$ cat src/rtl/if_fetch_queue.sv
// rtl/if_fetch_queue.sv - instruction fetch stage: PC select, imem req/ack port, {pc,inst} fetch queue
module if_fetch_queue #(
    parameter int              XLEN     = 32,
    parameter int              QDEPTH   = 4,
    parameter logic [XLEN-1:0] RESET_PC = 32'h0000_0010
) (
    input  logic                    clk,
    input  logic                    reset,
    input  logic                    pc_write,
    input  logic [1:0]              pc_src,
    input  logic [XLEN-1:0]         beq,
    input  logic [XLEN-1:0]         jr,
    input  logic [XLEN-29:0]        pc_4_id,
    input  logic [27:0]             offset28,
    output logic                    imem_req,
    output logic [XLEN-1:0]         imem_addr,
    input  logic                    imem_ack,
    input  logic [XLEN-1:0]         imem_rdata,
    output logic                    inst_valid,
    input  logic                    id_ready,
    output logic [XLEN-1:0]         inst_out,
    output logic [XLEN-1:0]         pc_out,
    output logic [XLEN-1:0]         pc_4_out,
    output logic [$clog2(QDEPTH):0] fq_count,
    output logic                    misalign
);

    localparam int PW = $clog2(QDEPTH);
    localparam int CW = PW + 1;
    localparam logic [CW-1:0] FULL = CW'(QDEPTH);

    typedef enum logic [1:0] {S_IDLE, S_BUSY, S_DROP} state_t;

    state_t          state_q, state_d;
    logic [XLEN-1:0] fetch_pc_q, fetch_pc_d;
    logic [XLEN-1:0] drop_addr_q, drop_addr_d;
    logic            misalign_q, misalign_d;
    logic [PW-1:0]   wptr_q, wptr_d;
    logic [PW-1:0]   rptr_q, rptr_d;
    logic [CW-1:0]   count_q, count_d;
    logic [XLEN-1:0] mem_pc_q [QDEPTH];
    logic [XLEN-1:0] mem_pc_d [QDEPTH];
    logic [XLEN-1:0] mem_inst_q [QDEPTH];
    logic [XLEN-1:0] mem_inst_d [QDEPTH];

    logic            redirect;
    logic [XLEN-1:0] target_raw;
    logic            push;
    logic            pop;
    logic [CW-1:0]   count_after;

    always_comb begin
        redirect = (pc_src != 2'b00);
        case (pc_src)
            2'b01:   target_raw = {pc_4_id, offset28};
            2'b10:   target_raw = beq;
            2'b11:   target_raw = jr;
            default: target_raw = fetch_pc_q;
        endcase
    end

    // Fetch FSM; a redirect overrides any push/pop and retargets fetch_pc
    always_comb begin
        state_d     = state_q;
        fetch_pc_d  = fetch_pc_q;
        drop_addr_d = drop_addr_q;
        misalign_d  = redirect && (target_raw[1:0] != 2'b00);
        push        = 1'b0;
        pop         = id_ready && (count_q != '0) && !redirect;
        count_after = count_q + CW'(1) - CW'(pop);

        case (state_q)
            S_IDLE: begin
                if (pc_write && (count_q < FULL) && !redirect) begin
                    state_d = S_BUSY;
                end
            end
            S_BUSY: begin
                if (redirect) begin
                    state_d     = imem_ack ? S_IDLE : S_DROP;
                    drop_addr_d = fetch_pc_q;
                end else if (imem_ack) begin
                    push       = 1'b1;
                    fetch_pc_d = fetch_pc_q + XLEN'(4);
                    state_d    = (pc_write && (count_after < FULL)) ? S_BUSY : S_IDLE;
                end
            end
            S_DROP: begin
                if (imem_ack) begin
                    state_d = S_IDLE;
                end
            end
            default: state_d = S_IDLE;
        endcase

        if (redirect) begin
            fetch_pc_d = {target_raw[XLEN-1:2], 2'b00};
        end
    end

    always_comb begin
        mem_pc_d   = mem_pc_q;
        mem_inst_d = mem_inst_q;
        wptr_d     = wptr_q;
        rptr_d     = rptr_q;
        count_d    = count_q;
        if (redirect) begin
            wptr_d  = '0;
            rptr_d  = '0;
            count_d = '0;
        end else begin
            if (push) begin
                mem_pc_d[wptr_q]   = fetch_pc_q;
                mem_inst_d[wptr_q] = imem_rdata;
                wptr_d             = wptr_q + PW'(1);
            end
            if (pop) begin
                rptr_d = rptr_q + PW'(1);
            end
            count_d = count_q + CW'(push) - CW'(pop);
        end
    end

    always_ff @(posedge clk or negedge reset) begin
        if (!reset) begin
            state_q     <= S_IDLE;
            fetch_pc_q  <= RESET_PC;
            drop_addr_q <= '0;
            misalign_q  <= 1'b0;
            wptr_q      <= '0;
            rptr_q      <= '0;
            count_q     <= '0;
            for (int i = 0; i < QDEPTH; i++) begin
                mem_pc_q[i]   <= '0;
                mem_inst_q[i] <= '0;
            end
        end else begin
            state_q     <= state_d;
            fetch_pc_q  <= fetch_pc_d;
            drop_addr_q <= drop_addr_d;
            misalign_q  <= misalign_d;
            wptr_q      <= wptr_d;
            rptr_q      <= rptr_d;
            count_q     <= count_d;
            mem_pc_q    <= mem_pc_d;
            mem_inst_q  <= mem_inst_d;
        end
    end

    // DROP keeps presenting the abandoned address until memory answers it
    assign imem_req   = (state_q != S_IDLE);
    assign imem_addr  = (state_q == S_DROP) ? drop_addr_q : fetch_pc_q;
    assign inst_valid = (count_q != '0);
    assign inst_out   = mem_inst_q[rptr_q];
    assign pc_out     = mem_pc_q[rptr_q];
    assign pc_4_out   = mem_pc_q[rptr_q] + XLEN'(4);
    assign fq_count   = count_q;
    assign misalign   = misalign_q;

endmodule
$ cat config.mk
export PLATFORM = sky130hd
export DESIGN_NAME = if_fetch_queue
export DESIGN_NICKNAME = d
export VERILOG_FILES = /design/src/rtl/if_fetch_queue.sv
export SDC_FILE = /design/constraint.sdc
export NUM_CORES = 1
export LEC_CHECK = 0
export CAP_MARGIN = 10
export CELL_PAD_IN_SITES_DETAIL_PLACEMENT = 2
export CELL_PAD_IN_SITES_GLOBAL_PLACEMENT = 2
export CORE_ASPECT_RATIO = 1.25
export CORE_MARGIN = 1
export CORE_UTILIZATION = 38
export CTS_BUF_LIST = sky130_fd_sc_hd__clkbuf_8
export CTS_CLUSTER_SIZE = 14
export DETAILED_ROUTE_END_ITERATION = 8
export PLACE_DENSITY = 0.92
export SLEW_MARGIN = 10
export SYNTH_ARGS = -nofsm -noshare
export SYNTH_HDL_FRONTEND = slang
export SYNTH_SLANG_ARGS = --single-unit
$ cat constraint.sdc
create_clock -name clk -period 3.3 [get_ports clk]
set_clock_uncertainty 0.05 [all_clocks]
set_input_delay 0.33 -clock clk [delete_from_list [all_inputs] [get_ports clk]]
set_output_delay 0.33 -clock clk [all_outputs]
set_load 0.01 [all_outputs]
## Word-level counts from Yosys, hierarchy flattened

Index checks and enable logic that the tools add are counted.

- Bits in registers: 330
- Logic and storage cells: 93

- Add/subtract/negate cells: 8
- Magnitude comparators: 5
- Equal/unequal tests: 9
- Multiplexer cells: 30
- Bitwise operators: 3
- Reductions and logical operators: 22

Operator list:

| kind | count |
|---|---|
| 32-bit two-way mux | 9 |
| 128-bit bitwise mux | 2 |
| 32-bit binary-select mux with 2-bit select | 2 |
| 32-bit one-hot mux with 3 select lines | 1 |
| 32-bit by 3-bit adder with 32-bit output (second input constant) | 2 |
| 32-bit demux with 2-bit select | 1 |
| 2-bit two-way mux | 9 |
| 2-bit nonzero test | 7 |
| 1-bit logical AND | 7 |
| 2-bit == test (second input constant) | 3 |
| 3-bit >= comparator (second input constant) | 2 |
| 3-bit < comparator (second input constant) | 2 |
| 2-bit inverter with 3-bit output | 2 |
| 2-bit one-hot mux with 3 select lines | 1 |
| 2-bit AND reduction | 3 |
| 3-bit AND reduction | 2 |
| 3-bit by 1-bit subtractor with 3-bit output | 2 |
| 2-bit by 1-bit adder with 2-bit output (second input constant) | 2 |
| 2-bit by 1-bit == test with 1-bit output (second input constant) | 2 |
| 1-bit two-way mux | 4 |
| 2-bit != test (second input constant) | 2 |
| 4-bit by 1-bit != test with 1-bit output (second input constant) | 1 |
| 3-bit by 1-bit adder with 3-bit output | 1 |
| 3-bit by 1-bit adder with 3-bit output (second input constant) | 1 |
| other kinds (7) | 7 |

## Logic depth before layout (Yosys ltp)

Gate-level depths: netlist (run 1).

- Depth in word-level cells: 10
- Mapped depth: 13

## Worst setup path before layout (run 1)

No wires, ideal clock.

- Kind: register to output
- Start point: reg rptr_q[0]
- End point: out pc_4_out[24]
- Arrival time: 2.081 ns
- Data required time: 2.920 ns
- Setup slack: 0.839 ns
- Cell stages (with the launch flop): 9
- Cell sequence: dfrtp_1 buf_6 buf_12 mux4_1 and3_1 nand4_1 buf_4 nor3_1 xnor2_1

- Word-level cells in the longest chain between the ends: 5

RTL lines:

| what | RTL line | source |
|---|---|---|
| start: declaration | 39 | `logic [PW-1:0] rptr_q, rptr_d;` |
| start signal: assignment | 143 | `rptr_q <= rptr_d;` |
| 2-bit inverter with 3-bit output | - |  |
| 32-bit binary-select mux with 2-bit select | - |  |
| 32-bit two-way mux (2 in a row) | - |  |
| net pc_out[12] | 22 | `output logic [XLEN-1:0] pc_out,` |
| 32-bit by 3-bit adder with 32-bit output | 156 | `assign pc_4_out = mem_pc_q[rptr_q] + XLEN'(4);` |
| end: declaration | 23 | `output logic [XLEN-1:0] pc_4_out,` |

The timed path passes the listed nets, and every way through them passes these cells. The select of a mux whose other input is x is not followed.

## Worst setup path after layout (run 1)

- Start point: reg rptr_q[0]
- End point: out pc_4_out[18]

- Word-level cells in the longest chain between the ends: 5

RTL lines:

| what | RTL line |
|---|---|
| 2-bit inverter with 3-bit output (implied by the code) | 156 |
| 32-bit binary-select mux with 2-bit select | 156 |
| 32-bit two-way mux (implied by the code) (2 in a row) | 156 |
| 32-bit by 3-bit adder with 32-bit output | 156 |

No other way between the ends. The select of a mux whose other input is x is not followed.

==> impl_metrics.ini, run 1 <==
[power]
internal_power_w = 0.00735
p_switching_w = 0.00314
leakage_power_nw = 9.44
seqPwrFrac_pct = 43.2
fraction_of_power_spent_switching_nets_pct = 29.9
power_density_nw_per_um2 = 512
report.power.total_w = 0.0105
p_comb_share_pct = 21.2
ir_worst_vdd_v = 0.000292
clockPowerShare_pct = 35.6

[cts]
tritoncts_clock_tree = done
cts.htree.levels = 2
clk_transition_reported_paths_ns = 0.07
worst_skew_late_latency_ns = 0.62
cts_buffer_depth = 3
cts.sinks = 318
cts_inserted_buffers = 53
cts_root_buf = sky130_fd_sc_hd__clkbuf_8

[finish]
area_growth_syn_to_fin_pct = 32.2
multi_input_area_um2 = 7230
layout.cell_area.non_filler_um2 = 20500
seq_area_um2 = 7970
n_fill_cell = 3736
finalNetCount = 1568
drive_above_1_share_pct = 40.4

[drt]
drt-total-wl_mm = 63.1
drt-wirelength-per-cell_um = 31.4
remaining_number_of_nets_flagged_by_the_antenna_check_after_routing = 0
via_per_inst = 5.79
dr_total_vias = 11634
remaining_drc_errors = 0
dr.first_iter.drc_count = 833
detailedRoute.firstPassIterationCount = 8

[timing]
postLayoutSetupSlackWorst_ns = -0.200
setup-violations-final = 19
grt_setup_unrepaired = true
drv_slew = 0
fmax_ghz = 0.286
tightestPinTransition_ns = 0.893
finalHoldViolCount = 0
timing.final.crit_period_ns = 3.50
post-route-period-util_pct = 106
relSlewSlack_pct = 40.5

[setup_path]
setup.worst_path.end = pc_4_out[18]
critical_path.max_stage_delay_ns = 0.55
endpoint_type_of_the_worst_setup_path = output port
reg2reg_setup_slack_ns = 0.35
cp-startpoint = rptr_q[0]
critPathArrivalTime_ns = 3.12
timing.rr.end = fetch_pc_q[22]
timing.critical_path.max_delay_family = simple AND/OR/NAND/NOR gates
worst-path-buf-inv = 3
most_used_cell_along_the_critical_path = sky130_fd_sc_hd__and3_4
timing.critical_path.slowest_stage_cell = sky130_fd_sc_hd__dfrtp_4
critPathMaxFanout = 6
reg2reg_depth = 7
cp_num_cells = 8
worstReg2RegStart = fetch_pc_q[3]
critPathKind = register to output port
ordered_cell_list_for_the_critical_path = buf_12, mux4_2, and3_4, buf_6, and3_4, nand4_1, xnor2_2, buf_2
critical_path_required_ns = 2.92
critical_path.startpoint_type = register

[yosys]
synth.mux.area_fraction_pct = 32.0
synthSimpleGateAreaFrac_pct = 5.59
synthXorXnorAreaFrac_pct = 3.16
mappedNetlistArea_um2 = 15500
synth_cell_type_count = 61
yosys_most_used_dff = sky130_fd_sc_hd__dfrtp_1
syn_avg_cell_area_um2 = 14.1
synth_edf_count = 0
synth-compound-area-share_pct = 3.44
synth_top_family_by_area = multiplexers
post_synth_fa_ha_maj_area_fraction_pct = 1.10
synth_sequential_area_ratio_pct = 51.3
synth_async_sr_flop_share_pct = 100
ys_ff_latch = 318
post_synth_inst_count = 1102
yosys_synthesis_warning_count = 0

[global_route]
grt_usage_pct = 28.8
wire_length_of_the_first_global_routing_pass_mm = 88.6
first_global_vias = 13649
antenna_violations_before_repair = 1
grt_remaining_overflow = 0
grt_max_degree = 102

[outcome]
failed_checks = setup timing
run_status = complete, but fails checks

[flow_run]
cap_violations = 0

[floorplanning]
initial_core_util_pct = 38.6
fp.dieArea_um2 = 41600
die_y_um = 228
rows = 82
core-area_um2 = 40200
ios = 269
die_x_um = 183

[hold_path]
min_path_type = input pin to register
hold_depth = 3

[placement]
placement.io_buffers = 262
placed_cell_area_um2 = 19100
place.gp.congestion = 0.767
post-dp-hpwl_mm = 38.0
[flip-flops by register name, summed over array words and instances (netlist names)]
register	count
mem_pc_q	120
drop_addr_q	30
fq_count	3
state_q	2
misalign	1
mem_inst_q	128
fetch_pc_q	30
wptr_q	2
rptr_q	2
[synthesized netlist by cell type (all sizes together), types with 2 or more instances]
| master | instances | share of area (%) |
|---|---|---|
| a21oi | 10 | 0.32 |
| inv | 18 | 0.44 |
| nor3 | 12 | 0.42 |
| buf | 44 | 1.7 |
| nand2 | 47 | 1.1 |
| or2 | 3 | 0.14 |
| clkbuf | 50 | 1.2 |
| mux2i | 24 | 1.5 |
| a222oi | 27 | 1.7 |
| and2 | 7 | 0.30 |
| nand3 | 16 | 0.63 |
| xnor2 | 34 | 1.9 |
| ha | 12 | 0.97 |
| o21ai | 19 | 0.61 |
| mux4 | 62 | 9.2 |
| and4 | 2 | 0.11 |
| nor4 | 13 | 0.78 |
| nor2 | 16 | 0.39 |
| xor2 | 22 | 1.2 |
| or4b | 2 | 0.13 |
| mux2 | 293 | 21 |
| dfrtp | 317 | 51 |
| a22oi | 3 | 0.15 |
| nand4 | 18 | 0.82 |
| and3 | 11 | 0.46 |
[how the worst min path moves through the flow]
stage,from,end,slack [ns]
3_5_place_dp,reset,mem_inst_q[52],0.41
5_1_grt,imem_ack,state_q[1],0.35
2_1_floorplan,reset,drop_addr_q[10],-0.02
6_report,beq[1],misalign,0.34
3_3_place_gp,reset,mem_inst_q[20],0.40
4_1_cts,imem_ack,state_q[1],0.29
[kinds of logic after synthesis]
| family | after synthesis |
|---|---|
| flops | 318 |
| compound gates | 70 |
| xor+xnor | 56 |
| simple gates | 153 |
| mux | 379 |
| buf+inv | 112 |
| other cells | 1 |
| fa+ha+maj | 13 |
[per-layer routing]
metal	vias to the layer above	wire [µm]	global-route usage, %
met3	195	3300	5.60
met2	542	32500	51.5
met5	-	0	0
li1	4720	-	-
met1	6177	23900	32.3
met4	0	3400	14.7
[power groups by stage]
stage,registers (W),logic (W),clock network (W)
after detailed placement,0.00455,0.00215,0
after global routing,0.00455,0.00232,0.00394
final,0.00453,0.00223,0.00374
after floorplan,0.00439,0.000985,0
after global placement,0.00449,0.00203,0
after CTS,0.00450,0.00216,0.00376
[cells in the final DEF, fill, tap and decap left out, types with 6 or more instances in the layout]
master / netlist / routed
sky130_fd_sc_hd__o21ai_0: 19 / 19
sky130_fd_sc_hd__mux4_2: 53 / 62
sky130_fd_sc_hd__nand3_1: 14 / 13
sky130_fd_sc_hd__ha_1: 12 / 11
sky130_fd_sc_hd__xnor2_1: 34 / 29
sky130_fd_sc_hd__dfrtp_1: 317 / 315
sky130_fd_sc_hd__and3_1: 9 / 7
sky130_fd_sc_hd__nor2_1: 16 / 14
sky130_fd_sc_hd__xor2_1: 22 / 22
sky130_fd_sc_hd__clkbuf_2: 2 / 6
sky130_fd_sc_hd__conb_1: 1 / 6
sky130_fd_sc_hd__nor3_1: 11 / 7
sky130_fd_sc_hd__mux2_2: 293 / 293
sky130_fd_sc_hd__a21oi_1: 10 / 10
sky130_fd_sc_hd__buf_2: 28 / 16
sky130_fd_sc_hd__nand4_1: 17 / 17
sky130_fd_sc_hd__mux2i_1: 24 / 24
sky130_fd_sc_hd__buf_12: 1 / 16
sky130_fd_sc_hd__nand2_1: 47 / 43
sky130_fd_sc_hd__clkbuf_8: 0 / 70
sky130_fd_sc_hd__inv_1: 18 / 33
sky130_fd_sc_hd__buf_4: 8 / 64
sky130_fd_sc_hd__a222oi_1: 27 / 27
sky130_fd_sc_hd__nor4_1: 8 / 8
sky130_fd_sc_hd__clkinv_2: 0 / 10
sky130_fd_sc_hd__clkdlybuf4s50_1: 0 / 234
[per-stage QoR]
stage	hold slack (ns)	setup slack (ns)	utilization, %	std cells	TNS (ns)
global placement	0.395	0.150	47.5	1890	0
finish	0.336	-0.200	51.0	2009	-1.48
floorplan	-0.0156	0.839	-	1107	0
global route	0.351	-0.230	51.0	2009	-2.69
CTS	0.292	-0.133	50.5	1996	-0.861
detailed placement	0.413	-0.0179	47.5	1890	-0.0179
[repair_timing]
item / 4_1_cts / 5_1_grt
resized for setup: 93 / 56
cloned: 0 / 1
hold buffers: 1 / 0
endpoints found under the hold margin: 94 / 0
buffers inserted: 8 / 11
endpoints found under the setup margin: 50 / 37
pin swaps: 16 / 18
[layout make-up]
class                   instances  share of cell area [%]
diodes                          1                  0.0122
clock buffers                  70                    4.70
multi-input cells             677                    35.3
well taps                     546                    3.33
flip-flops and latches        318                    38.8
repair buffers                352                    16.8
inverters                      18                   0.329
clock inverters                27                   0.702
[worst reg2reg max path: stages (launching register included)]
cell and delay, ns:
sky130_fd_sc_hd__dfrtp_1 0.62, sky130_fd_sc_hd__ha_1 0.36, sky130_fd_sc_hd__nand4_1 0.48, sky130_fd_sc_hd__nor4_1 0.48, sky130_fd_sc_hd__buf_4 0.22, sky130_fd_sc_hd__nand4_1 0.14
sky130_fd_sc_hd__xor2_1 0.28, sky130_fd_sc_hd__mux2i_1 0.18
No activity file was read; power rests on OpenSTA's default activity.
==> run 2, diff against run 1 <==
--- a/config.mk
+++ b/config.mk
@@ -10,11 +10,10 @@
 export CELL_PAD_IN_SITES_GLOBAL_PLACEMENT = 2
 export CORE_ASPECT_RATIO = 1.25
 export CORE_MARGIN = 1
-export CORE_UTILIZATION = 38
-export CTS_BUF_LIST = sky130_fd_sc_hd__clkbuf_8
+export CORE_UTILIZATION = 37
 export CTS_CLUSTER_SIZE = 14
 export DETAILED_ROUTE_END_ITERATION = 8
-export PLACE_DENSITY = 0.92
+export PLACE_DENSITY = 0.9
 export SLEW_MARGIN = 10
 export SYNTH_ARGS = -nofsm -noshare
 export SYNTH_HDL_FRONTEND = slang
==> run 2 against run 1 <==
The flow now finishes without violations. First-iteration DRC count down 22%. Fmax is 7.1% higher. Routed wire length fell by 13%. Worst hold slack better by 0.027 ns. Count of clock-buffer cells in the layout fell by 16. Largest cell class unchanged. Final area fell by 0.45%. Sequential share of layout area grew 0.18 points. Register-to-register slack improved by 0.43 ns.
==> impl_metrics.ini, run 2 (same netlist as run 1, synthesis figures left out) <==
[outcome]
run_status = finished clean

[power]
internal_power_w = 0.00766
power_density_nw_per_um2 = 514
clockPowerShare_pct = 36.8
ir_worst_vdd_v = 0.000377
p_comb_share_pct = 20.6
seqPwrFrac_pct = 42.6
fraction_of_power_spent_switching_nets_pct = 27.0
p_switching_w = 0.00284
leakage_power_nw = 9.21

[cts]
cts_inserted_buffers = 36
worst_skew_late_latency_ns = 0.53
cts.sinks = 318
cts_root_buf = sky130_fd_sc_hd__clkbuf_16
cts_buffer_depth = 3
tritoncts_clock_tree = done
clk_transition_reported_paths_ns = 0.06
cts.htree.levels = 2

[placement]
placed_cell_area_um2 = 19100
place.gp.congestion = 0.755
placed_cells = 1896
placement.io_buffers = 262
post-dp-hpwl_mm = 38.0

[finish]
largest_registers = mem_inst_q: 128 flops, mem_pc_q: 120 flops
n_fill_cell = 3839
top_register = mem_inst_q
seq_area_um2 = 7970
finalNetCount = 1544
drive_above_1_share_pct = 37.5
layout.cell_area.non_filler_um2 = 20400
multi_input_area_um2 = 7150
finish.cell_count_without_fillers = 1970
insertedDiodeCount = 0
mostFrequentLayoutCell = sky130_fd_sc_hd__dfrtp_1
max_reg_flops = 128
most-common-layout-cells = 315 x sky130_fd_sc_hd__dfrtp_1, 293 x sky130_fd_sc_hd__mux2_2, 237 x sky130_fd_sc_hd__clkdlybuf4s50_1, 62 x sky130_fd_sc_hd__buf_4, 61 x sky130_fd_sc_hd__mux4_2
area_growth_syn_to_fin_pct = 31.6

[drt]
remaining_drc_errors = 0
remaining_number_of_nets_flagged_by_the_antenna_check_after_routing = 0
drt-total-wl_mm = 54.7
detailedRoute.firstPassIterationCount = 5
drt-wirelength-per-cell_um = 27.8
dr.first_iter.drc_count = 651
via_per_inst = 5.56
dr_total_vias = 10955

[global_route]
grt_max_degree = 82
wire_length_of_the_first_global_routing_pass_mm = 83.5
grt_remaining_overflow = 0
first_global_vias = 13140
antenna_violations_before_repair = 1
grt_usage_pct = 26.3

[timing]
fmax_ghz = 0.306
tightestPinTransition_ns = 0.840
grt_setup_unrepaired = true
setup-violations-final = 0
relSlewSlack_pct = 44.0
drv_slew = 0
timing.final.crit_period_ns = 3.27
finalHoldViolCount = 0
post-route-period-util_pct = 99.0

[setup_path]
critical_path.max_stage_delay_ns = 0.51
timing.critical_path.slowest_stage_cell = sky130_fd_sc_hd__dfrtp_4
most_used_cell_along_the_critical_path = sky130_fd_sc_hd__buf_12
endpoint_type_of_the_worst_setup_path = output port
critPathKind = register to output port
ordered_cell_list_for_the_critical_path = buf_12, mux4_1, and4_4, nand4_1, buf_12, nor4_4, xor2_1, buf_2
critPathMaxFanout = 12
worstReg2RegStart = fetch_pc_q[11]
cp-startpoint = rptr_q[0]
critical_path_required_ns = 2.92
critical_path.startpoint_type = register
critPathArrivalTime_ns = 2.89

[hold_path]
min_path_type = input pin to asynchronous set/reset pin

[floorplanning]
initial_core_util_pct = 37.6
rows = 83
die_x_um = 185
fp.dieArea_um2 = 42800
ios = 269
core-area_um2 = 41200
die_y_um = 231

[flow_run]
cap_violations = 0
-- run 2: cell count changes in the layout (fill, tap and decap cells not counted), sizes merged, moves of 3 or more --
cell / before / now
buf: 105 / 88
clkbuf: 77 / 57
clkdlybuf4s15: 2 / 7
clkdlybuf4s50: 234 / 237
clkinv: 10 / 6
dlygate4sd2: 3 / 8
inv: 33 / 18
-- run 2: area by class of cell --
| cell class | count | share of cell area [%] |
|---|---|---|
| clock buffers | 54 | 5.34 |
| clock inverters | 6 | 0.147 |
| inverters | 18 | 0.331 |
| multi-input cells | 677 | 35.0 |
| flip-flops and latches | 318 | 39.0 |
| well taps | 552 | 3.38 |
| repair buffers | 345 | 16.8 |
-- run 2: what timing repair did --
action,CTS,global route
cloned,0,0
hold buffers,1,0
pin swaps,4,4
setup buffers,8,5
setup endpoints to repair,42,16
hold endpoints to repair,76,0
resized for setup,63,21
-- run 2: path summary, 6_finish.rpt --
kind	endpoint	slack, ns	cells after the start
max reg2reg	fetch_pc_q[31]	0.78	6
min reg2reg	mem_inst_q[25]	0.45	1
max	pc_4_out[25]	0.03	8
max in group asynchronous	mem_pc_q[68]	1.85	3
min	mem_inst_q[18]	0.36	2
min in group clk	state_q[1]	0.43	2
-- run 2: worst max-delay path, delay by kind of cell (launching register included) --
family | cells | cell delay [ns]
and+or+nand+nor | 3 | 0.61
buffers and inverters | 3 | 0.56
DFF | 1 | 0.51
muxes | 1 | 0.38
xor gates and xnor gates | 1 | 0.29
-- run 2: stage by stage --
step	power, W	util (%)	hold slack (ns)	setup TNS, ns	worst slack (ns)
floorplan	0.00537	-	-0.0156	0	0.839
finish	0.0105	49.5	0.363	0	0.0330
global route	0.0109	49.5	0.398	-0.0977	-0.0603
global placement	0.00653	46.4	0.322	0	0.134
detailed placement	0.00669	46.4	0.330	0	0.0309
CTS	0.0106	49.4	0.382	-0.104	-0.104
-- run 2: per-layer routing --
metal / part of all wire [%] / up-vias / GRT usage [%]
met4: 4.1 / 2 / 11.4
met5: 0.031 / - / 0
li1: - / 4645 / -
met2: 53 / 368 / 47.9
met1: 38 / 5833 / 30.0
met3: 4.4 / 107 / 4.26
-- run 2: power by group through the flow --
| stage | logic [W] | registers (W) | clock network, W |
|---|---|---|---|
| finish | 0.00216 | 0.00448 | 0.00387 |
| global route | 0.00228 | 0.00451 | 0.00407 |
| CTS | 0.00217 | 0.00448 | 0.00395 |
| detailed placement | 0.00216 | 0.00454 | 0 |
| global placement | 0.00205 | 0.00448 | 0 |
| floorplan | 0.000985 | 0.00439 | 0 |
==> run 3, diff against run 2 <==
--- a/config.mk
+++ b/config.mk
@@ -11,6 +11,7 @@
 export CORE_ASPECT_RATIO = 1.25
 export CORE_MARGIN = 1
 export CORE_UTILIZATION = 37
+export CTS_CLUSTER_DIAMETER = 80
 export CTS_CLUSTER_SIZE = 14
 export DETAILED_ROUTE_END_ITERATION = 8
 export PLACE_DENSITY = 0.9
==> run 3 against run 2 <==
Sequential cell count unchanged. Clock power down 23%. Fmax down 0.56%. Final area down 1.7%. Non-clock buffer count unchanged. Register-to-register slack worse by 0.05 ns. Cell count down 1.2%. Via count down 0.79%. Critical path type unchanged.
==> impl_metrics.ini, run 3 (same netlist as run 1, synthesis figures left out) <==
[outcome]
run_status = finished clean

[cts]
cts.htree.levels = 1
cts_inserted_buffers = 26
worst_skew_late_latency_ns = 0.56
tritoncts_clock_tree = done
cts_root_buf = sky130_fd_sc_hd__clkbuf_16
cts.sinks = 318
clk_transition_reported_paths_ns = 0.07
cts_buffer_depth = 3

[drt]
detailedRoute.firstPassIterationCount = 7
remaining_drc_errors = 0
dr.first_iter.drc_count = 689
drt-total-wl_mm = 54.0
via_per_inst = 5.58
drt-wirelength-per-cell_um = 27.7
remaining_number_of_nets_flagged_by_the_antenna_check_after_routing = 0
dr_total_vias = 10869

[timing]
setup-violations-final = 0
grt_setup_unrepaired = true
timing.final.crit_period_ns = 3.29
finalSetupTns_ns = 0
drv_slew = 0
relSlewSlack_pct = 46.3
finalHoldViolCount = 0
post-route-period-util_pct = 99.6
fmax_ghz = 0.304
holdWs_ns = 0.315
tightestPinTransition_ns = 0.805

[placement]
placed_cells = 1896
place.gp.congestion = 0.755
post-dp-hpwl_mm = 38.0
placed_cell_area_um2 = 19100
placement.io_buffers = 262

[setup_path]
ordered_cell_list_for_the_critical_path = buf_12, mux4_2, and4_4, nand4_1, buf_12, nor3_2, xor2_1, clkdlybuf4s15_2
critPathKind = register to output port
timing.critical_path.slowest_stage_cell = sky130_fd_sc_hd__dfrtp_4
worst-path-buf-inv = 3
timing.rr.end = fetch_pc_q[31]
timing.critical_path.max_delay_family = simple AND/OR/NAND/NOR gates
worstReg2RegStart = fetch_pc_q[11]
critical_path.max_stage_delay_ns = 0.51
critical_path_required_ns = 2.92
reg2reg_depth = 6
reg2reg_setup_slack_ns = 0.73
critical_path.startpoint_type = register
endpoint_type_of_the_worst_setup_path = output port
critPathArrivalTime_ns = 2.91
cp_num_cells = 8
critPathMaxFanout = 12
most_used_cell_along_the_critical_path = sky130_fd_sc_hd__buf_12

[floorplanning]
ios = 269
rows = 83
initial_core_util_pct = 37.6
core-area_um2 = 41200
die_y_um = 231
fp.dieArea_um2 = 42800
die_x_um = 185

[finish]
largest_registers = mem_inst_q: 128 flops, mem_pc_q: 120 flops
max_reg_flops = 128
insertedDiodeCount = 0
area_growth_syn_to_fin_pct = 29.3
mostFrequentLayoutCell = sky130_fd_sc_hd__dfrtp_1
drive_above_1_share_pct = 36.6
finish.cell_count_without_fillers = 1947
layout.cell_area.non_filler_um2 = 20100
finalNetCount = 1534
top_register = mem_inst_q
most-common-layout-cells = 315 x sky130_fd_sc_hd__dfrtp_1, 293 x sky130_fd_sc_hd__mux2_2, 235 x sky130_fd_sc_hd__clkdlybuf4s50_1, 62 x sky130_fd_sc_hd__buf_4, 57 x sky130_fd_sc_hd__mux4_2

[global_route]
grt_remaining_overflow = 0
grt_usage_pct = 25.7
wire_length_of_the_first_global_routing_pass_mm = 82.0
grt_max_degree = 82
first_global_vias = 13039
antenna_violations_before_repair = 1

[power]
power_density_nw_per_um2 = 479
report.power.total_w = 0.00961
ir_worst_vdd_v = 0.000327
leakage_power_nw = 9.03

[hold_path]
min_path_type = input pin to asynchronous set/reset pin

[flow_run]
cap_violations = 0
## run 3: cell type report
cell class                      instances  area, µm²
Clock buffer                           36        709
Multi-Input combinational cell        677       7160
Fill cell                            3864      21200
Sequential cell                       318       7970
Inverter                               18       67.6
Tap cell                              552        691
Clock inverter                          1       30.0
Timing Repair Buffer                  345       3440
## run 3: how the worst max path moves through the flow
| stage | from | to | slack, ns |
|---|---|---|---|
| after floorplan | rptr_q[0] | pc_4_out[24] | 0.84 |
| after global placement | rptr_q[0] | pc_4_out[31] | 0.13 |
| after detailed placement | rptr_q[0] | pc_4_out[25] | 0.03 |
| after CTS | rptr_q[0] | pc_4_out[30] | -0.03 |
| after global routing | rptr_q[0] | pc_4_out[30] | -0.09 |
| final | rptr_q[0] | pc_4_out[26] | 0.01 |
## run 3: through the flow
stage	setup WS, ns	util (%)
floorplan	0.839	-
CTS	-0.0306	48.6
detailed placement	0.0309	46.4
finish	0.0146	48.7
global placement	0.134	46.4
global route	-0.0895	48.7
## run 3: worst register-to-register path, stage by stage (launching register included)
cell	delay (ns)
sky130_fd_sc_hd__dfrtp_1	0.61
sky130_fd_sc_hd__nand4_1	0.15
sky130_fd_sc_hd__buf_4	0.20
sky130_fd_sc_hd__or4b_1	0.62
sky130_fd_sc_hd__nor4_1	0.43
sky130_fd_sc_hd__xnor2_1	0.24
sky130_fd_sc_hd__mux2i_1	0.14
## run 3: timing repair
action,4_1_cts,5_1_grt
pin swaps,1,6
gates resized for setup,74,16
endpoints found under the setup margin,58,17
buffers inserted,10,3
endpoints found under the hold margin,76,0
cloned,0,0
hold buffers,1,0
## run 3: power by group
| group | leakage [nW] | switching, W | internal, W |
|---|---|---|---|
| Clock | 0.357 | 0.00143 | 0.00156 |
| Sequential | 4.29 | 0.000263 | 0.00421 |
| Combinational | 4.39 | 0.000971 | 0.00118 |
| Total | 9.03 | 0.00266 | 0.00695 |
## run 3: routing by layer
layer  routed length [µm]  GRT usage, %  up-vias
li1                     -             -     4618
met1                20300          29.2     5752
met2                28400          46.3      379
met3                 2740          4.51      118
met4                 2530          12.2        2
met5                   13             0        -
